<file path="config.mk">
export PLATFORM = sky130hd
export DESIGN_NAME = syn_fetch_buffer_flat
export DESIGN_NICKNAME = d
export VERILOG_FILES = /design/src/rtl/syn_fetch_buffer_pkg.sv /design/src/rtl/syn_fetch_buffer_if.sv /design/src/rtl/syn_fetch_buffer_fifo.sv /design/src/rtl/syn_fetch_buffer.sv /design/src/flat_wrapper.sv
export SDC_FILE = /design/constraint.sdc
export NUM_CORES = 1
export LEC_CHECK = 0
export ABC_AREA = 1
export BUFFER_PORTS_ARGS = -buffer_cell sky130_fd_sc_hd__buf_2
export CORE_ASPECT_RATIO = 1.25
export CORE_MARGIN = 4
export CORE_UTILIZATION = 64
export CTS_CLUSTER_SIZE = 30
export DETAILED_ROUTE_END_ITERATION = 10
export PLACE_DENSITY = 0.95
export SYNTH_ARGS = -nofsm -noshare
export SYNTH_HDL_FRONTEND = slang
export SYNTH_SLANG_ARGS = --single-unit
</file>
<file path="constraint.sdc">
create_clock -name clk -period 9.41 [get_ports clk]
set_input_delay 2.3525 -clock clk [delete_from_list [all_inputs] [get_ports clk]]
set_output_delay 2.3525 -clock clk [all_outputs]
set_load 0.005 [all_outputs]
</file>
<file path="src/rtl/syn_fetch_buffer_pkg.sv">
// Shared core constants for the fetch path.
//   CORE_IM_ADDR_BIT : instruction-memory word-address width used core-wide
//   INS_BIT          : instruction width
//   INS_NOP          : NOP encoding, also the reset value of the decode head
package syn_fetch_buffer_pkg;

    localparam int CORE_IM_ADDR_BIT = 10;
    localparam int INS_BIT          = 32;
    localparam logic [INS_BIT-1:0] INS_NOP = 32'h0000_0000;

endpackage

</file>
<file path="src/rtl/syn_fetch_buffer_if.sv">
// Fetch-side bus bundle: instruction-memory read port plus the decode
// valid/ready handshake.
//   master : the fetch buffer (drives im_rd_en/im_addr and the decode head)
//   slave  : memory + decode side (drives im_data and ins_ready)
interface syn_fetch_buffer_if
    import syn_fetch_buffer_pkg::*;
#(
    parameter int IM_ADDR_BIT = CORE_IM_ADDR_BIT
);

    logic                   im_rd_en;
    logic [IM_ADDR_BIT-1:0] im_addr;
    logic [INS_BIT-1:0]     im_data;
    logic                   ins_valid;
    logic [INS_BIT-1:0]     ins;
    logic [IM_ADDR_BIT-1:0] ins_pc;
    logic                   ins_ready;

    modport master (
        output im_rd_en, im_addr, ins_valid, ins, ins_pc,
        input  im_data, ins_ready
    );

    modport slave (
        input  im_rd_en, im_addr, ins_valid, ins, ins_pc,
        output im_data, ins_ready
    );

endinterface

</file>
<file path="src/rtl/syn_fetch_buffer_fifo.sv">
// syn_fifo: small circular queue with a registered head output.
//   clk, rst_n : clock, asynchronous active-low reset
//   push, din  : write an entry (ignored when full or clearing)
//   pop        : retire the head (ignored when empty or clearing)
//   clear      : drop all entries; read pointer jumps to write pointer
//   dout       : head entry, registered; holds its last value when empty
//   count      : occupancy 0..DEPTH
//   empty/full : occupancy flags
module syn_fifo #(
    parameter int               WIDTH     = 8,
    parameter int               DEPTH     = 4,
    parameter logic [WIDTH-1:0] RESET_VAL = '0
) (
    input  logic                     clk,
    input  logic                     rst_n,
    input  logic                     push,
    input  logic [WIDTH-1:0]         din,
    input  logic                     pop,
    input  logic                     clear,
    output logic [WIDTH-1:0]         dout,
    output logic [$clog2(DEPTH):0]   count,
    output logic                     empty,
    output logic                     full
);

    localparam int PTR_BIT = $clog2(DEPTH);
    localparam int CNT_BIT = PTR_BIT + 1;

    logic [WIDTH-1:0]   mem [DEPTH];
    logic [PTR_BIT-1:0] rd_ptr;
    logic [PTR_BIT-1:0] wr_ptr;
    logic [PTR_BIT-1:0] rd_next;
    logic [CNT_BIT-1:0] cnt_next;
    logic               push_ok;
    logic               pop_ok;

    assign empty = (count == '0);
    assign full  = (count == CNT_BIT'(DEPTH));

    always_comb begin
        pop_ok   = pop && !empty && !clear;
        push_ok  = push && !full && !clear;
        rd_next  = clear ? wr_ptr : rd_ptr + PTR_BIT'(pop_ok);
        cnt_next = clear ? '0 : count + CNT_BIT'(push_ok) - CNT_BIT'(pop_ok);
    end

    always_ff @(posedge clk) begin
        if (push_ok) begin
            mem[wr_ptr] <= din;
        end
    end

    // The head register is loaded with whatever will sit at the next read
    // pointer; when that slot is the one being written this edge, the
    // incoming word is forwarded so a one-deep queue streams at full rate.
    always_ff @(posedge clk or negedge rst_n) begin
        if (!rst_n) begin
            rd_ptr <= '0;
            wr_ptr <= '0;
            count  <= '0;
            dout   <= RESET_VAL;
        end else begin
            rd_ptr <= rd_next;
            wr_ptr <= wr_ptr + PTR_BIT'(push_ok);
            count  <= cnt_next;
            if (cnt_next != '0) begin
                dout <= (push_ok && (wr_ptr == rd_next)) ? din : mem[rd_next];
            end
        end
    end

endmodule

</file>
<file path="src/rtl/syn_fetch_buffer.sv">
// Instruction fetch buffer. Issues one instruction-memory read per cycle at
// the current PC, advances the PC, queues returned words with their address
// and hands them to decode over valid/ready. A flush drops queued and
// in-flight words while the PC loads the redirect target.
//   clk, rst_n : clock, asynchronous active-low reset
//   pc         : current PC register value (word address)
//   pc_en      : PC register load enable
//   halt       : stop issuing fetches
//   flush      : redirect; PC loads the target this cycle
//   bus        : memory read port + decode handshake (master side)
module syn_fetch_buffer
    import syn_fetch_buffer_pkg::*;
#(
    parameter int IM_ADDR_BIT = CORE_IM_ADDR_BIT,
    parameter int DEPTH       = 4
) (
    input  logic                   clk,
    input  logic                   rst_n,
    input  logic [IM_ADDR_BIT-1:0] pc,
    output logic                   pc_en,
    input  logic                   halt,
    input  logic                   flush,
    syn_fetch_buffer_if.master     bus
);

    localparam int CNT_BIT   = $clog2(DEPTH) + 1;
    localparam int ENTRY_BIT = INS_BIT + IM_ADDR_BIT;

    logic                   inflight;
    logic                   kill;
    logic [IM_ADDR_BIT-1:0] inflight_pc;
    logic                   issue;
    logic                   capture;
    logic                   pop;
    logic [CNT_BIT-1:0]     fifo_count;
    logic [CNT_BIT-1:0]     credit_used;
    logic                   fifo_empty;
    logic                   fifo_full;
    logic [ENTRY_BIT-1:0]   head;

    // Credit counts the word already in flight but not a same-cycle pop,
    // which keeps the issue path free of the decode ready input.
    assign credit_used = fifo_count + CNT_BIT'(inflight);
    assign issue       = !flush && !halt && !fifo_full &&
                         (credit_used < CNT_BIT'(DEPTH));
    assign capture     = inflight && !kill && !flush;
    assign pop         = bus.ins_valid && bus.ins_ready;

    // Flush outranks halt so the redirect target always loads.
    assign pc_en        = rst_n && (issue || flush);
    assign bus.im_rd_en = rst_n && issue;
    assign bus.im_addr  = pc;

    always_ff @(posedge clk or negedge rst_n) begin
        if (!rst_n) begin
            inflight    <= 1'b0;
            inflight_pc <= '0;
            kill        <= 1'b0;
        end else begin
            inflight <= issue;
            if (issue) begin
                inflight_pc <= pc;
                kill        <= 1'b0;
            end else if (flush && inflight) begin
                kill <= 1'b1;
            end
        end
    end

    syn_fifo #(
        .WIDTH     (ENTRY_BIT),
        .DEPTH     (DEPTH),
        .RESET_VAL ({INS_NOP, {IM_ADDR_BIT{1'b0}}})
    ) u_fifo (
        .clk   (clk),
        .rst_n (rst_n),
        .push  (capture),
        .din   ({bus.im_data, inflight_pc}),
        .pop   (pop),
        .clear (flush),
        .dout  (head),
        .count (fifo_count),
        .empty (fifo_empty),
        .full  (fifo_full)
    );

    assign bus.ins_valid = !fifo_empty;
    assign bus.ins       = head[ENTRY_BIT-1 -: INS_BIT];
    assign bus.ins_pc    = head[IM_ADDR_BIT-1:0];

endmodule

</file>
<file path="src/flat_wrapper.sv">
// flat-port wrapper written by rule: the top's interface ports become plain ports
module syn_fetch_buffer_flat import syn_fetch_buffer_pkg::*;
#(
    parameter int IM_ADDR_BIT = CORE_IM_ADDR_BIT,
    parameter int DEPTH       = 4
)
  (clk, rst_n, pc, pc_en, halt, flush, bus_im_rd_en, bus_im_addr, bus_ins_valid, bus_ins, bus_ins_pc, bus_im_data, bus_ins_ready);
  syn_fetch_buffer_if #(.IM_ADDR_BIT(IM_ADDR_BIT)) bus_i ();
  input  logic clk;
  input  logic rst_n;
  input  logic [IM_ADDR_BIT-1:0] pc;
  output logic pc_en;
  input  logic halt;
  input  logic flush;
  output wire logic [$bits(bus_i.im_rd_en)-1:0] bus_im_rd_en;
  output wire logic [$bits(bus_i.im_addr)-1:0] bus_im_addr;
  output wire logic [$bits(bus_i.ins_valid)-1:0] bus_ins_valid;
  output wire logic [$bits(bus_i.ins)-1:0] bus_ins;
  output wire logic [$bits(bus_i.ins_pc)-1:0] bus_ins_pc;
  input wire logic [$bits(bus_i.im_data)-1:0] bus_im_data;
  input wire logic [$bits(bus_i.ins_ready)-1:0] bus_ins_ready;
  assign bus_im_rd_en = bus_i.im_rd_en;
  assign bus_im_addr = bus_i.im_addr;
  assign bus_ins_valid = bus_i.ins_valid;
  assign bus_ins = bus_i.ins;
  assign bus_ins_pc = bus_i.ins_pc;
  assign bus_i.im_data = bus_im_data;
  assign bus_i.ins_ready = bus_ins_ready;
  syn_fetch_buffer #(.IM_ADDR_BIT(IM_ADDR_BIT), .DEPTH(DEPTH)) u_core (.clk(clk), .rst_n(rst_n), .pc(pc), .pc_en(pc_en), .halt(halt), .flush(flush), .bus(bus_i));
endmodule
</file>
==> results.tsv, run 1 <==
stage	metric	value	unit
yosys	ys_seq_area_share	61.6	%
yosys	synth_fa_ha_area_share	0.657	%
cts	clock_path_buffers	3	
yosys	synthArstFlopShare	26.6	%
yosys	syn-num-nets	1244	
cts	htree_levels	1	
yosys	yosysUniqueCellTypes	24	
yosys	yosysTopAreaCell	edfxtp_1	
route	avgRoutedWirePerCell	18.4	um
cells_and_area	final_cell_mix	nand2_1, inv_1, edfxtp_1, buf_2, dfrtp_1	
worst_setup_path	crit_buf_inv	4	
cts	ctsRootBufferMaster	clkbuf_16	
sta	worst_pin_slew	1.31	ns
worst_setup_path	worst_r2r_endpoint	u_core.u_fifo.dout[40]	
outcome	status	finished clean	
placed_design	dpl_cell_area	0.0111	sq mm
route	first_iter_violations	1287	
route	wirelength	27.6	mm
floorplanning	fp-row-count	52	
worst_hold_path	hp-start	u_core.u_fifo.dout[28]	
grt	grt_pass1_wl	43.5	mm
yosys	synth_top_family_by_area	simple AND/OR/NAND/NOR gates	
cells_and_area	final_core_util	73.0	%
sta	setup_violations	0	
cells_and_area	nNetsFinal	1318	
worst_setup_path	critPathLaunchType	primary input	
placed_design	port_buffers	101	
worst_setup_path	slowest_stage	buf_4	
power	p_total	3590	uW
yosys	synth_top_area_share	47.3	%
sta	finalMaxSlewViolations	0	
placed_design	place_congestion	0.869	
sta	final.setup.tns	0	ns
yosys	yosys-top-cells-area	edfxtp_1, nand2_1, dfrtp_1	
yosys	synthCells	1192	
worst_setup_path	crit_top_cell	buf_2	
power	power_leakage	0.00605	uW
worst_setup_path	critPathTopFamily	buffers and inverters	
worst_hold_path	hold_end	u_core.u_fifo.dout[28]	
worst_setup_path	reg2reg_from	u_core.u_fifo.count[0]	
worst_setup_path	worstSetupPathType	in2out	
worst_setup_path	crit_chain	buf_2 > buf_4 > inv_1 > a21oi_1 > buf_2	
run	maxCapViolCount	0	
grt	grt_use_met1	37.4	%
sta	fmax	0.172	GHz
yosys	synthMuxAreaShare	0	%
route	routed_via_density	5.77	
sta	fin_skew	0.0247	ns
floorplanning	ioPinCount	102	
grt	grt_max_degree	63	
route	drc	0	
yosys	synth_edf_count	168	
cts	tritoncts	yes	
floorplanning	die_w	123	um
placed_design	dpl.hpwl	14.7	mm
worst_setup_path	r2r_cells	16	
yosys	synthSimpleGateAreaFrac	24.8	%
cells_and_area	final_common_cell	nand2_1	
sta	period_share	61.8	%
cts	cts.sinks	229	
grt	grt-ovfl-total	0	
worst_setup_path	cp_max_fo	62	
yosys	synth_compound_area_share	0.681	%
cts	cts_resized	0	
grt	gr-usage-met3	5.20	%
yosys	syn_area	0.0107	sq mm
cts	postCtsHoldBufs	0	
power	power.density	302	mW/mm^2
yosys	ys_ff_latch	229	
floorplanning	dieArea	0.0188	sq mm
cells_and_area	diodes	0	
sta	slew_headroom	12.2	%
worst_hold_path	worstHoldPathType	reg2reg	
yosys	synthFlopType	edfxtp_1	
yosys	yosys_warnings	0	
cells_and_area	area_growth_syn_to_layout	11.3	%
cells_and_area	drive_above_1_share	12.9	%
floorplanning	start_util	65.6	%
route	drtPass1Iterations	6	
sta	final-hold-violation-count	0	
yosys	syn_area_per_cell	8.95	sq um
worst_hold_path	min_path_cells	2	
cells_and_area	finish.instance_area	0.0119	sq mm
cts	clk_latency	0.52	ns
grt	grt.met2_usage	49.1	%
worst_setup_path	end_kind	output port	
cells_and_area	fillers	972	
worst_setup_path	crit_path_max_incr_delay	0.63	ns
grt	grt_pass1_vias	8303	
sta	rsz0062_at_grt	no	
floorplanning	die_h	152	um
grt	grt_usage	29.7	%
worst_setup_path	ff2ff_setup_slack	5.27	ns
grt	antenna_found_initial	0	
floorplanning	core	0.0163	sq mm
worst_setup_path	worstPathRequired	7.06	ns
yosys	synth_xor_area_share	0.0821	%
cts	numCtsBuffers	21	
sta	fin_crit	5.81	ns
route	drt.antenna.violating_nets	0	
power	ir_worst_vdd	175	uV
grt	grt_busiest_layer	met2	
worst_setup_path	cp.arrival	3.46	ns
cts	post_cts_buffers	0	
route	num_vias	8634	
cts	clk_pin_slew_worst_paths	0.06	ns
## through the flow
step                      setup slack (ns)  hold WS [ns]  cells
after floorplan                       3.17         0.473   1192
after detailed placement              3.43         0.473   1459
after CTS                             3.56         0.488   1497
after global routing                  3.36         0.529   1497
final                                 3.60         0.494   1497
after global placement                3.57         0.463   1459
## cells in the mapped netlist, types with 5 or more instances
| cell type | count |
|---|---|
| edfxtp_1 | 168 |
| nand3_1 | 50 |
| buf_2 | 27 |
| nor2_1 | 12 |
| nand2_1 | 533 |
| inv_1 | 225 |
| o21ai_0 | 11 |
| dfrtp_1 | 61 |
| buf_4 | 14 |
| nor3_1 | 5 |
| buf_6 | 14 |
| clkbuf_1 | 8 |
| nand4_1 | 45 |
## area by class of cell
| type | count | area, sq um | area share [%] |
|---|---|---|---|
| flip-flops and latches | 229 | 6570 | 55.4 |
| clock buffers | 23 | 533 | 4.49 |
| inverters | 230 | 868 | 7.32 |
| clock inverters | 15 | 191 | 1.61 |
| well taps | 216 | 270 | 2.28 |
| repair buffers | 114 | 603 | 5.08 |
| multi-input cells | 670 | 2830 | 23.8 |
## flip-flops by register name (all words and copies together) (netlist names)
signal and flops:
u_core.inflight 1, u_core.inflight_pc 10, u_core.kill 1, u_core.u_fifo.count 3, u_core.u_fifo.dout 42, u_core.u_fifo.mem 168, u_core.u_fifo.rd_ptr 2, u_core.u_fifo.wr_ptr 2
## worst max-delay path by stage
stage,slack [ns],from,depth (start not counted),end
finish,3.60,rst_n,5,pc_en
global route,3.36,rst_n,5,pc_en
CTS,3.56,rst_n,5,pc_en
detailed placement,3.43,flush,16,u_core.u_fifo.dout[36]
global placement,3.57,rst_n,5,pc_en
floorplan,3.17,flush,6,u_core.u_fifo.mem[1][0]
## routing by layer
metal	share of wire (%)	up-vias
li1	-	3802
met1	32	3873
met2	49	776
met3	13	183
met4	5.8	0
met5	0	-
## worst min-delay path, stage by stage (launching register included)
cell and delay [ns]:
dfrtp_1 0.35, nand2_1 0.05, nand2_1 0.06
## where the power goes
part / internal, uW / total, uW / switching [uW]
clock: 524 / 902 / 377
sequential: 1290 / 1430 / 143
combinational: 374 / 1260 / 885
total: 2180 / 3590 / 1400
## logic make-up (layout without fill, tap and decap cells)
kind of cell             after synthesis  in the layout
flip-flops                           229            229
adder cells (fa/ha/maj)                5              5
buffers and inverters                293            382
AND/OR/NAND/NOR                      650            650
AO/OA/AOI/OAI                         14             14
XOR/XNOR                               1              1
Note: power is estimated with default switching activity, not from simulation.
==> inputs of run 2 (changes only) <==
- CORE_UTILIZATION: 64 -> 59
- PLACE_DENSITY: 0.95 -> 0.9
- clock period: 9.41 -> 5.9 ns (I/O delays scaled with it)
==> run 2 against run 1 <==
Net effect: critical path depth grew 11; combinational power grew 60%; die area grew 8.0%; clock skew shrank 0.013 ns; worst setup slack lost 1.7 ns; via count shrank 3.8%; power grew 59%; cell count grew 0.60%; non-clock buffer count grew 1; critical endpoint is now u_core.u_fifo.dout[41].
==> results.tsv, run 2 (synthesis gave the netlist of run 1 again) <==
stage	metric	value	unit	change
route	drtPass1Iterations	5		-1
grt	grt_use_met1	30.9	%	-6.5 points
sta	final.setup.tns	0	ns	unchanged
power	p_int	3510	uW	+61%
worst_setup_path	cp_max_fo	42		-32%
outcome	status	finished clean		
route	wirelength	26.6	mm	-3.7%
cells_and_area	nNetsFinal	1319		+0.076%
worst_setup_path	crit_top_cell	inv_1		
sta	worst_pin_slew	1.16	ns	-0.150 ns
worst_setup_path	slowest_stage	inv_2		
floorplanning	die_w	128	um	+3.9%
cts	cts_resized	0		unchanged
power	power_frac_clock	25.3	%	+0.2 points
sta	fin_crit	4.04	ns	
cts	clk_latency	0.51	ns	about the same
power	pwr-share-comb	35.3	%	+0.2 points
sta	setup_violations	0		unchanged
cells_and_area	reg_top3	u_core.u_fifo.mem (168), u_core.u_fifo.dout (42), u_core.inflight_pc (10)		
sta	rsz0062_at_grt	no		
floorplanning	core	0.0176	sq mm	+8.4%
worst_setup_path	cp.arrival	4.49	ns	+1.03 ns
grt	grt_usage	26.3	%	-3.4 points
worst_hold_path	worstHoldPathType	reg2reg		
grt	grt_max_degree	85		+35%
power	p_sw	2190	uW	+56%
route	drc	0		unchanged
route	avgRoutedWirePerCell	17.7	um	-4.3%
worst_setup_path	critPathLaunchType	primary input		
route	first_iter_violations	1096		-15%
sta	finalMaxSlewViolations	0		unchanged
sta	worst_slack	1.86	ns	-1.74 ns
grt	grt.met2_usage	45.6	%	-3.5 points
placed_design	dpl.hpwl	14.5	mm	-1.7%
power	ir_worst_vdd	333	uV	+90%
cells_and_area	diodes	0		unchanged
floorplanning	dieArea	0.0203	sq mm	+8.0%
cells_and_area	drive_above_1_share	13.2	%	+0.30 points
placed_design	dpl_cell_area	0.0112	sq mm	+0.18%
cells_and_area	finish.instance_area	0.0119	sq mm	+0.27%
floorplanning	ioPinCount	102		unchanged
sta	final-hold-violation-count	0		unchanged
route	num_vias	8310		-3.8%
route	routed_via_density	5.52		-4.3%
floorplanning	fp-row-count	54		+3.8%
power	power.density	479	mW/mm^2	+58%
grt	grt_pass1_vias	8556		+3.0%
run	maxCapViolCount	0		unchanged
worst_setup_path	crit_path_max_incr_delay	0.66	ns	+0.03 ns
cts	clk_pin_slew_worst_paths	0.07	ns	about the same
placed_design	place_congestion	0.823		-5.3%
floorplanning	start_util	60.5	%	-5.1 points
cells_and_area	final_core_util	67.5	%	-5.5 points
cts	cts.sinks	229		unchanged
floorplanning	die_h	158	um	+3.9%
cells_and_area	final_common_cell	nand2_1		
cells_and_area	final_cell_mix	nand2_1, inv_1, edfxtp_1, buf_2, dfrtp_1		
power	power_leakage	0.00607	uW	+0.37%
worst_setup_path	crit_chain	buf_2 > inv_6 > nand3_2 > nor2_2 > inv_1 > ha_1 > inv_1 > ha_1 > inv_1 > fa_1 > nor2_1 > nor2_1 > nand2_2 > inv_2 > nand2_1 > nand2_1		
power	switching_share	38.4	%	-0.73 points
cells_and_area	area_growth_syn_to_layout	11.6	%	
cells_and_area	fillers	1179		+21%
grt	antenna_found_initial	0		unchanged
cts	clock_path_buffers	3		unchanged
worst_setup_path	end_kind	flip-flop		
sta	period_share	68.5	%	
cts	ctsRootBufferMaster	clkbuf_16		
cts	tritoncts	yes		
sta	fin_skew	0.0118	ns	-0.0129 ns
power	seqPwrFrac	39.4	%	-0.4 points
cells_and_area	largest_register	u_core.u_fifo.mem		
route	drt.antenna.violating_nets	0		unchanged
worst_setup_path	worstPathRequired	6.35	ns	-0.71 ns
grt	grt_pass1_wl	41.7	mm	-4.1%
placed_design	place_ws	1.45	ns	-1.98 ns
cts	numCtsBuffers	21		unchanged
cts	postCtsHoldBufs	0		unchanged
cts	post_cts_buffers	0		unchanged
sta	slew_headroom	22.5	%	+10 points
grt	gr-usage-met3	4.43	%	-0.77 points
grt	grt_busiest_layer	met2		
worst_setup_path	worstSetupPathType	in2reg		
cts	htree_levels	1		unchanged
grt	grt-ovfl-total	0		unchanged
placed_design	port_buffers	101		unchanged
cells_and_area	largest_reg_flops	168		unchanged
sta	fmax	0.247	GHz	
run 2: cell types whose count changed in the layout (fill, tap and decap cells not counted):
cell / change
buf_4: +2
bufinv_16: -1
clkinvlp_4: -1
clkinv_2: +2
clkbuf_1: -2
clkbuf_8: +5
clkinv_4: -2
clkinv_1: -1
buf_2: -1
run 2: worst paths after layout:
path	start	end	slack, ns	depth (start not counted)
setup reg to reg	u_core.u_fifo.count[1]	u_core.u_fifo.dout[36]	2.36	15
min in group asynchronous	rst_n	u_core.inflight_pc[2]	1.19	2
setup / recovery	flush	u_core.u_fifo.dout[41]	1.86	16
hold / removal	u_core.u_fifo.dout[11]	u_core.u_fifo.dout[11]	0.48	2
hold reg to reg	u_core.u_fifo.dout[11]	u_core.u_fifo.dout[11]	0.48	2
max in group asynchronous	rst_n	u_core.u_fifo.dout[18]	4.11	2
run 2: power by group through the flow:
stage / Sequential, uW / Clock, uW / Combinational (uW)
floorplan: 2230 / 0 / 1370
global placement: 2250 / 0 / 1810
detailed placement: 2250 / 0 / 1920
CTS: 2230 / 1450 / 1980
global route: 2260 / 1520 / 2220
finish: 2240 / 1440 / 2010
run 2: stage by stage:
| stage | cells | hold WS, ns | power [uW] |
|---|---|---|---|
| global route | 1506 | 0.499 | 6010 |
| floorplan | 1192 | 0.473 | 3600 |
| CTS | 1506 | 0.478 | 5660 |
| global placement | 1468 | 0.459 | 4060 |
| finish | 1506 | 0.475 | 5690 |
| detailed placement | 1468 | 0.461 | 4180 |
run 2: worst max-delay path: cells and delay by family:
| family | cells | cell delay (ns) |
|---|---|---|
| buffers and inverters | 6 | 1.24 |
| adders and majority gates | 3 | 0.93 |
| and+or+nand+nor | 7 | 0.84 |
run 2: area by class of cell:
cell class	count	area, sq um	area share (%)
sequential	229	6570	55.2
multi-input combinational	670	2830	23.8
inverter	230	868	7.30
timing repair buffer	115	613	5.15
clock buffer	26	594	4.99
tap	224	280	2.36
clock inverter	12	143	1.20
run 2: routing by layer:
metal,part of all wire [%],routed length (um)
met5,0,0
met4,4.8,1260
met3,10,2790
met2,50,13200
met1,35,9290
